**config.mk**
```make
export PLATFORM = sky130hd
export DESIGN_NAME = ws_video_timing
export DESIGN_NICKNAME = d
export VERILOG_FILES = /design/src/rtl/ws_video_timing.sv
export SDC_FILE = /design/constraint.sdc
export NUM_CORES = 1
export LEC_CHECK = 0
export BUFFER_PORTS_ARGS = -buffer_cell sky130_fd_sc_hd__buf_4
export CORE_MARGIN = 10
export CORE_UTILIZATION = 63
export CTS_CLUSTER_DIAMETER = 120
export DETAILED_ROUTE_END_ITERATION = 16
export PLACE_DENSITY_LB_ADDON = 0.1
export SYNTH_ARGS = -nofsm -noshare
export SYNTH_HDL_FRONTEND = slang
export SYNTH_SLANG_ARGS = --single-unit
```
**constraint.sdc**
```tcl
create_clock -name clk -period 4.85 [get_ports clk]
set_clock_uncertainty 0.15 [all_clocks]
set_input_delay 0.2425 -clock clk [delete_from_list [all_inputs] [get_ports clk]]
set_output_delay 0.2425 -clock clk [all_outputs]
set_load 0.01 [all_outputs]
```
**src/rtl/ws_video_timing.sv**
```systemverilog
// ----------------------------------------------------------------------------
// ws_video_timing
//   Raster timing generator for the HDMI output path. Produces DE/HSYNC/VSYNC
//   and raster coordinates, maps every raster pixel onto a WonderSwan source
//   pixel (integer upscale, centred in the active area), and requests a
//   source-line fetch during horizontal blanking ahead of each new source line.
//
// Ports
//   clk          in   pixel clock
//   rst_n        in   asynchronous active-low reset
//   de           out  active-video enable
//   hsync/vsync  out  sync pulses, active level set by SYNC_POL
//   x / y        out  raster column / line
//   src_de       out  pixel lies inside the scaled source window
//   src_x/src_y  out  source column / line (meaningful only while src_de=1)
//   frame_start  out  one-cycle pulse with raster (0,0)
//   line_req     out  one-cycle line-fetch request at the first blanking clock
//   line_req_y   out  source line to fetch, valid while line_req=1
//
// All outputs are registered together; they describe the counter position that
// held before the clock edge, so x/y trail the internal h/v counters by one.
// ----------------------------------------------------------------------------
module ws_video_timing #(
  parameter int FRAMEWIDTH  = 1280,
  parameter int FRAMEHEIGHT = 720,
  parameter int TOTALWIDTH  = 1650,
  parameter int TOTALHEIGHT = 750,
  parameter int HFP         = 110,
  parameter int HSW         = 40,
  parameter int VFP         = 5,
  parameter int VSW         = 5,
  parameter int SYNC_POL    = 1,
  parameter int SCALE       = 5,
  parameter int SRC_W       = 224,
  parameter int SRC_H       = 144,
  parameter int XW          = $clog2(TOTALWIDTH),
  parameter int YW          = $clog2(TOTALHEIGHT)
) (
  input  logic          clk,
  input  logic          rst_n,
  output logic          de,
  output logic          hsync,
  output logic          vsync,
  output logic [XW-1:0] x,
  output logic [YW-1:0] y,
  output logic          src_de,
  output logic [7:0]    src_x,
  output logic [7:0]    src_y,
  output logic          frame_start,
  output logic          line_req,
  output logic [7:0]    line_req_y
);

  localparam int XOFF = (FRAMEWIDTH - SRC_W * SCALE) / 2;
  localparam int YOFF = (FRAMEHEIGHT - SRC_H * SCALE) / 2;
  localparam int XEND = XOFF + SRC_W * SCALE;
  localparam int YEND = YOFF + SRC_H * SCALE;
  localparam int HS_BEG = FRAMEWIDTH + HFP;
  localparam int HS_END = FRAMEWIDTH + HFP + HSW;
  localparam int VS_BEG = FRAMEHEIGHT + VFP;
  localparam int VS_END = FRAMEHEIGHT + VFP + VSW;
  localparam int PW = (SCALE > 1) ? $clog2(SCALE) : 1;
  localparam logic [PW-1:0] PH_LAST = PW'(SCALE - 1);
  localparam logic SYNC_ON  = (SYNC_POL != 0);
  localparam logic SYNC_OFF = ~SYNC_ON;

  if (SRC_W * SCALE > FRAMEWIDTH || SRC_H * SCALE > FRAMEHEIGHT) begin : g_bad_geometry
    $error("ws_video_timing: scaled source does not fit inside the active frame");
  end

  // Raster counters and source-mapping phase state
  logic [XW-1:0] h_q, h_d;
  logic [YW-1:0] v_q, v_d;
  logic [PW-1:0] hph_q, hph_d, vph_q, vph_d;
  logic [7:0]    sxc_q, sxc_d, syc_q, syc_d;

  // Registered outputs
  logic          de_q, de_d;
  logic          hsync_q, hsync_d;
  logic          vsync_q, vsync_d;
  logic [XW-1:0] x_q, x_d;
  logic [YW-1:0] y_q, y_d;
  logic          src_de_q, src_de_d;
  logic [7:0]    src_x_q, src_x_d;
  logic [7:0]    src_y_q, src_y_d;
  logic          frame_start_q, frame_start_d;
  logic          line_req_q, line_req_d;
  logic [7:0]    line_req_y_q, line_req_y_d;

  // 32-bit views so every geometry comparison is free of width truncation
  logic [31:0] hw, vw, hn_w, vnext_w;
  logic        h_wrap, v_wrap, in_win, next_in_win;
  logic [7:0]  req_idx;

  always_comb begin
    hw     = 32'(h_q);
    vw     = 32'(v_q);
    h_wrap = (hw == TOTALWIDTH - 1);
    v_wrap = (vw == TOTALHEIGHT - 1);

    h_d = h_wrap ? '0 : h_q + XW'(1);
    v_d = v_q;
    if (h_wrap) v_d = v_wrap ? '0 : v_q + YW'(1);
    hn_w = 32'(h_d);

    // Horizontal phase tracks the pixel held in h; it is set up one clock
    // early from h_d so src_x lines up with the registered raster outputs.
    hph_d = hph_q;
    sxc_d = sxc_q;
    if (hn_w == XOFF) begin
      hph_d = '0;
      sxc_d = '0;
    end else if (hn_w > XOFF && hn_w < XEND) begin
      if (hph_q == PH_LAST) begin
        hph_d = '0;
        sxc_d = sxc_q + 8'd1;
      end else begin
        hph_d = hph_q + PW'(1);
      end
    end

    // Vertical phase steps once per line, only between two window rows, so it
    // idles at zero above the window and holds below it until the frame wraps.
    vnext_w = v_wrap ? 32'd0 : vw + 32'd1;
    vph_d   = vph_q;
    syc_d   = syc_q;
    if (h_wrap) begin
      if (v_wrap) begin
        vph_d = '0;
        syc_d = '0;
      end else if (vw >= YOFF && vnext_w < YEND) begin
        if (vph_q == PH_LAST) begin
          vph_d = '0;
          syc_d = syc_q + 8'd1;
        end else begin
          vph_d = vph_q + PW'(1);
        end
      end
    end

    // Next line starts a new source line when it is the first window row or
    // when the current row is the last replica of its source line.
    next_in_win = (vnext_w >= YOFF) && (vnext_w < YEND);
    req_idx     = (vnext_w == YOFF) ? 8'd0 : syc_q + 8'd1;

    // Output decode from the pre-edge counter position
    x_d           = h_q;
    y_d           = v_q;
    de_d          = (hw < FRAMEWIDTH) && (vw < FRAMEHEIGHT);
    hsync_d       = (hw >= HS_BEG && hw < HS_END) ? SYNC_ON : SYNC_OFF;
    vsync_d       = (vw >= VS_BEG && vw < VS_END) ? SYNC_ON : SYNC_OFF;
    in_win        = de_d && (hw >= XOFF) && (hw < XEND) && (vw >= YOFF) && (vw < YEND);
    src_de_d      = in_win;
    src_x_d       = in_win ? sxc_q : src_x_q;
    src_y_d       = in_win ? syc_q : src_y_q;
    frame_start_d = (hw == 32'd0) && (vw == 32'd0);
    line_req_d    = (hw == FRAMEWIDTH) && next_in_win &&
                    ((vnext_w == YOFF) || (vph_q == PH_LAST));
    line_req_y_d  = line_req_d ? req_idx : line_req_y_q;
  end

  // Register stage: counters, phases and every output
  always_ff @(posedge clk or negedge rst_n) begin
    if (!rst_n) begin
      h_q           <= '0;
      v_q           <= '0;
      hph_q         <= '0;
      vph_q         <= '0;
      sxc_q         <= '0;
      syc_q         <= '0;
      de_q          <= 1'b0;
      hsync_q       <= SYNC_OFF;
      vsync_q       <= SYNC_OFF;
      x_q           <= '0;
      y_q           <= '0;
      src_de_q      <= 1'b0;
      src_x_q       <= '0;
      src_y_q       <= '0;
      frame_start_q <= 1'b0;
      line_req_q    <= 1'b0;
      line_req_y_q  <= '0;
    end else begin
      h_q           <= h_d;
      v_q           <= v_d;
      hph_q         <= hph_d;
      vph_q         <= vph_d;
      sxc_q         <= sxc_d;
      syc_q         <= syc_d;
      de_q          <= de_d;
      hsync_q       <= hsync_d;
      vsync_q       <= vsync_d;
      x_q           <= x_d;
      y_q           <= y_d;
      src_de_q      <= src_de_d;
      src_x_q       <= src_x_d;
      src_y_q       <= src_y_d;
      frame_start_q <= frame_start_d;
      line_req_q    <= line_req_d;
      line_req_y_q  <= line_req_y_d;
    end
  end

  assign de          = de_q;
  assign hsync       = hsync_q;
  assign vsync       = vsync_q;
  assign x           = x_q;
  assign y           = y_q;
  assign src_de      = src_de_q;
  assign src_x       = src_x_q;
  assign src_y       = src_y_q;
  assign frame_start = frame_start_q;
  assign line_req    = line_req_q;
  assign line_req_y  = line_req_y_q;

endmodule

```
Word-level counts from Yosys, hierarchy flattened. Cells that the tools add are included.

Flip-flop bits (word level): 94. Bits in latches: 0. Bits in writable memories: 0. Memory bits (read-only): 0. Bits of input ports: 2. Output and inout port bits: 51. Word-level logic and storage cells: 82. Memories: 0.

$add $sub $neg: 7. Multipliers: 0. Divide/modulo/power cells: 0. $lt $le $gt $ge: 12. Eq/ne operators: 6. Shifts and indexed selects: 0. Mux-type cells: 18. Bitwise logic cells: 0. Reductions and logical operators: 22.

Operators by type and width (number): 8-bit 2-to-1 mux (7); 11-bit less-than comparator (second input constant) (4); 32-bit zero test (1); 11-bit equality test (second input constant) (2); 11-bit 2-to-1 mux (2); 10-bit less-than comparator (second input constant) (2); 3-bit 2-to-1 mux (6); 8-bit by 1-bit adder with 8-bit output (second input constant) (2); 10-bit by 1-bit adder with 11-bit output (second input constant) (1); 11-bit by 1-bit adder with 11-bit output (second input constant) (1); 11-bit by 7-bit equality test with 1-bit output (second input constant) (1); 11-bit by 1-bit greater-or-equal comparator with 1-bit output (second input constant) (1); 11-bit greater-or-equal comparator (second input constant) (1); 11-bit by 7-bit greater-or-equal comparator with 1-bit output (second input constant) (1); 11-bit by 7-bit > comparator with 1-bit output (second input constant) (1); 1-bit logical AND (11); 11-bit zero test (1); 11-bit by 10-bit less-than comparator with 1-bit output (second input constant) (1); 10-bit by 1-bit adder with 10-bit output (second input constant) (1); 10-bit equality test (second input constant) (1); 10-bit greater-or-equal comparator (second input constant) (1); 10-bit zero test (1); 10-bit 2-to-1 mux (1); 2-bit nonzero test (4); 6 further kinds (10).

Depth between registers and ports, before layout.
Depth in word-level cells: 6. Gate-level depth with buffers: 12.

Worst setup path after synthesis. Ideal clock, no wire load.

Path type: reg-to-reg. Start: register h_q[1]. End: register sxc_q[1]. Library setup time: 0.122 ns. Data arrival time: 2.489 ns. Path slack: 2.089 ns. Stages on the path, launching flop included: 13. Path buffers: 3. Path through: dfrtp_1 clkbuf_1 inv_1 ha_1 nand4b_1 or3_1 buf_2 o21ai_2 a221o_1 and2_4 buf_6 or3_1 a32o_1.

Word-level cells in the longest chain between the ends: 6.

RTL lines: start: declaration (line 72) `logic [XW-1:0] h_q, h_d;`; start signal: assignment (line 165) `h_q <= '0;`; start signal: assignment (line 183) `h_q <= h_d;`; 11-bit by 1-bit adder with 11-bit output / 11-bit equality test (equally long branches) (line 101, 98); 11-bit 2-to-1 mux (*) (line 101) `h_d = h_wrap ? '0 : h_q + XW'(1);`; 11-bit by 7-bit > comparator with 1-bit output / 11-bit less-than comparator (equally long branches) (line 113) `end else if (hn_w > XOFF && hn_w < XEND) begin`; 1-bit logical AND (line 113); 2-bit nonzero test (no line); 2-bit AND reduction (no line); end signal: assignment (line 169) `sxc_q <= '0;`; end signal: assignment (line 187) `sxc_q <= sxc_d;`; end: declaration (line 75) `logic [7:0] sxc_q, sxc_d, syc_q, syc_d;`.

Every way passes the cells marked *; elsewhere a longest branch is shown, timed or not. A chain may end at the register's enable or synchronous reset.

Worst setup path after layout.
Start: register h_q[2]. End: register sxc_q[5].

The elaborated chain is that of the path after synthesis.

==> flow_metrics.env <==
export IMPL_status="finished clean"
export IMPL_power_density_nw_per_um2=251
export IMPL_ys_seq_area_frac=0.511
export IMPL_multi_input_area_um2=2070
export IMPL_relSlewSlack=0.437
export IMPL_cp_end_kind="flop"
export IMPL_crit_buf_inv=0
export IMPL_synth_cell_types=68
export IMPL_first_global_vias=3404
export IMPL_die_height_um=106
export IMPL_tightest_slew_ns=0.842
export IMPL_post_route_period_util=0.652
export IMPL_route_detailed_drc=0
export IMPL_gp_congestion=0.967
export IMPL_stdcell_count=587
export IMPL_rows=31
export IMPL_cp_cell_sequence="or3_1 -> nor3_4 -> a211oi_2 -> nor3_4 -> nand2_1 -> a211o_1 -> a22o_1"
export IMPL_syn_area_um2=4610
export IMPL_drt_vias_per_instance=5.94
export IMPL_synth_flop_cell="dfrtp_1"
export IMPL_use_met3=0.0420
export IMPL_synth_area_leaders="dfrtp_1 51%, mux2_2 3.9%, ha_1 3.8%"
export IMPL_syn_instance_count=441
export IMPL_ys_ff_latch=94
export IMPL_cts_buffer_depth=2
export IMPL_n_fill_cell=530
export IMPL_dieArea_um2=11100
export IMPL_critPathMaxStageDelay_ns=0.72
export IMPL_clock_latency_ns=0.36
export IMPL_fin_nets=500
export IMPL_drv_cap=0
export IMPL_utilization=0.729
export IMPL_num_vias=3484
export IMPL_layout_commonest_cell="dfrtp_1"
export IMPL_cts_sinks=94
export IMPL_ys_warn_count=0
export IMPL_start_kind="flop"
export IMPL_numCtsBuffers=9
export IMPL_port_buffers=52
export IMPL_leakagePower_nw=2.44
export IMPL_worst_path_max_delay_cell="nor3_4"
export IMPL_met2_usage=0.293
export IMPL_setup_violations=0
export IMPL_syn2layout_area_growth_pct=13.6
export IMPL_grt_max_degree=60
export IMPL_seqCellArea_um2=2350
export IMPL_final_cell_mix="94 x dfrtp_1, 54 x buf_4, 37 x nand2_1, 33 x nor2_1, 20 x o21ai_0"
export IMPL_crit_type="flop to flop"
export IMPL_post_place_cells=571
export IMPL_routed_wirelength_um=9630
export IMPL_avgSynthCellArea_um2=10.4
export IMPL_timing_final_ws_setup_ns=1.69
export IMPL_synth_largest_area_cell="dfrtp_1"
export IMPL_groute_usage_overall=0.181
export IMPL_start_util=0.642
export IMPL_cts_root_buf="clkbuf_8"
export IMPL_ctsResizeCount=0
export IMPL_first_iter_violations=195
export IMPL_gr_total_overflow=0
export IMPL_drive_gt1_frac=0.195
export IMPL_min_period_ns=3.16
export IMPL_dpl_worst_slack_ns=1.72
export IMPL_path_common_cell="nor3_4"
export IMPL_setup_tns_ns=0
export IMPL_ioPinCount=53
export IMPL_synth_async_sr_flop_share=1.00
export IMPL_wl_per_cell_um=16.4
export IMPL_slew_viol_final=0
export IMPL_ir_worst_vdd_mv=0.183
export IMPL_cts_setup_buffers=0
export IMPL_grt_pass1_wl_um=16800
export IMPL_fmax_mhz=316
export IMPL_antenna_left=0
export IMPL_cpLargestDelayFamily="simple AND/OR/NAND/NOR gates"
export IMPL_finalHoldViolCount=0
export IMPL_antenna_found_initial=0
export IMPL_clk_pin_slew_ns=0.09
export IMPL_antennaDiodeCount=0
export IMPL_synth_edf_count=0
export IMPL_cp_max_fo=18
export IMPL_hold_class="input port to asynchronous set/reset pin"
export IMPL_synth_top_cell_area_share=0.511
export IMPL_worstPathArrival_ns=3.27
export IMPL_top_usage_layer="met2"
export IMPL_drtPass1Iterations=5
export IMPL_die_width_um=106
export IMPL_core_um2=7180
export IMPL_grtUsageMet1=0.230
export IMPL_hpwl_um=6810
export IMPL_cts_tree="yes"
export IMPL_cts_hold_buf=1
export IMPL_htree_levels=3
export IMPL_rsz0062_at_grt="no"
export IMPL_syn_nets=457
export IMPL_required_ns=4.96
[where the power goes]
group	total (mW)	switching (mW)	internal (mW)
Sequential	0.783	0	0.783
Clock	0.512	0.272	0.240
Combinational	0.0158	0.0142	0.00156
Total	1.31	0.287	1.02
[cell usage after synthesis (all sizes together) (8+ instances only)]
| library cell | instances |
|---|---|
| dfrtp | 94 |
| nand3 | 15 |
| a21oi | 15 |
| inv | 19 |
| mux2 | 17 |
| xor2 | 8 |
| o21ai | 32 |
| o2bb2ai | 13 |
| xnor2 | 8 |
| clkbuf | 13 |
| nor2 | 33 |
| nand4 | 8 |
| buf | 10 |
| ha | 14 |
| nor3 | 11 |
| nand2 | 37 |
[cells by family after synthesis]
kind of cell / share of synthesized area
adders and majority gates: 0.0380
DFF: 0.511
and+or+nand+nor: 0.181
xor gates and xnor gates: 0.0304
AOI/OAI and AO/OA: 0.157
muxes: 0.0437
buffers and inverters: 0.0388
[sequential cells by signal (all words and copies together) (netlist names), 3 cells and up]
| register | flops |
|---|---|
| v_q | 10 |
| src_x | 8 |
| y | 10 |
| hph_q | 3 |
| x | 11 |
| h_q | 11 |
| sxc_q | 8 |
| src_y | 8 |
| vph_q | 3 |
| line_req_y | 8 |
| syc_q | 8 |
[worst reg2reg max path, cell delays in order (launching register included)]
cell and delay, ns:
dfrtp_1 0.52, or3_1 0.50, nor3_4 0.72, a211oi_2 0.15, nor3_4 0.26, nand2_1 0.21
a211o_1 0.31, a22o_1 0.23
[layout make-up]
class | instances | share of cell area
sequential | 94 | 0.450
multi-input combinational | 305 | 0.397
timing repair buffer | 55 | 0.0794
clock buffer | 9 | 0.0237
tap | 99 | 0.0237
inverter | 19 | 0.0136
clock inverter | 6 | 0.0132
[final timing paths]
kind	from	endpoint	depth (start not counted)	slack [ns]
worst max-delay path	h_q[2]$_DFF_PN0_	sxc_q[5]$_DFFE_PN0P_	7	1.69
worst min-delay path	rst_n	v_q[4]$_DFFE_PN0P_	2	0.20
worst max register to register	h_q[2]$_DFF_PN0_	sxc_q[5]$_DFFE_PN0P_	7	1.69
worst min register to register	hph_q[2]$_DFFE_PN0P_	hph_q[2]$_DFFE_PN0P_	1	0.32
max in group asynchronous	rst_n	src_de$_DFF_PN0_	3	3.29
min in group clk	hph_q[2]$_DFFE_PN0P_	hph_q[2]$_DFFE_PN0P_	1	0.32
[routing by layer]
metal,vias to the layer above,wire length (um),part of all wire
li1,1672,-,-
met1,1687,4130,0.43
met2,111,4740,0.49
met3,14,606,0.063
met4,0,155,0.016
met5,-,0,0
[per-stage QoR]
step	total power [mW]	area [um^2]	hold WS, ns
finish	1.31	5230	0.203
global route	1.36	5230	0.233
CTS	1.33	5230	0.218
detailed placement	0.815	5030	0.0747
global placement	0.815	5030	0.0661
floorplan	0.799	4610	-0.203
Power figures use the tool's default switching activity.
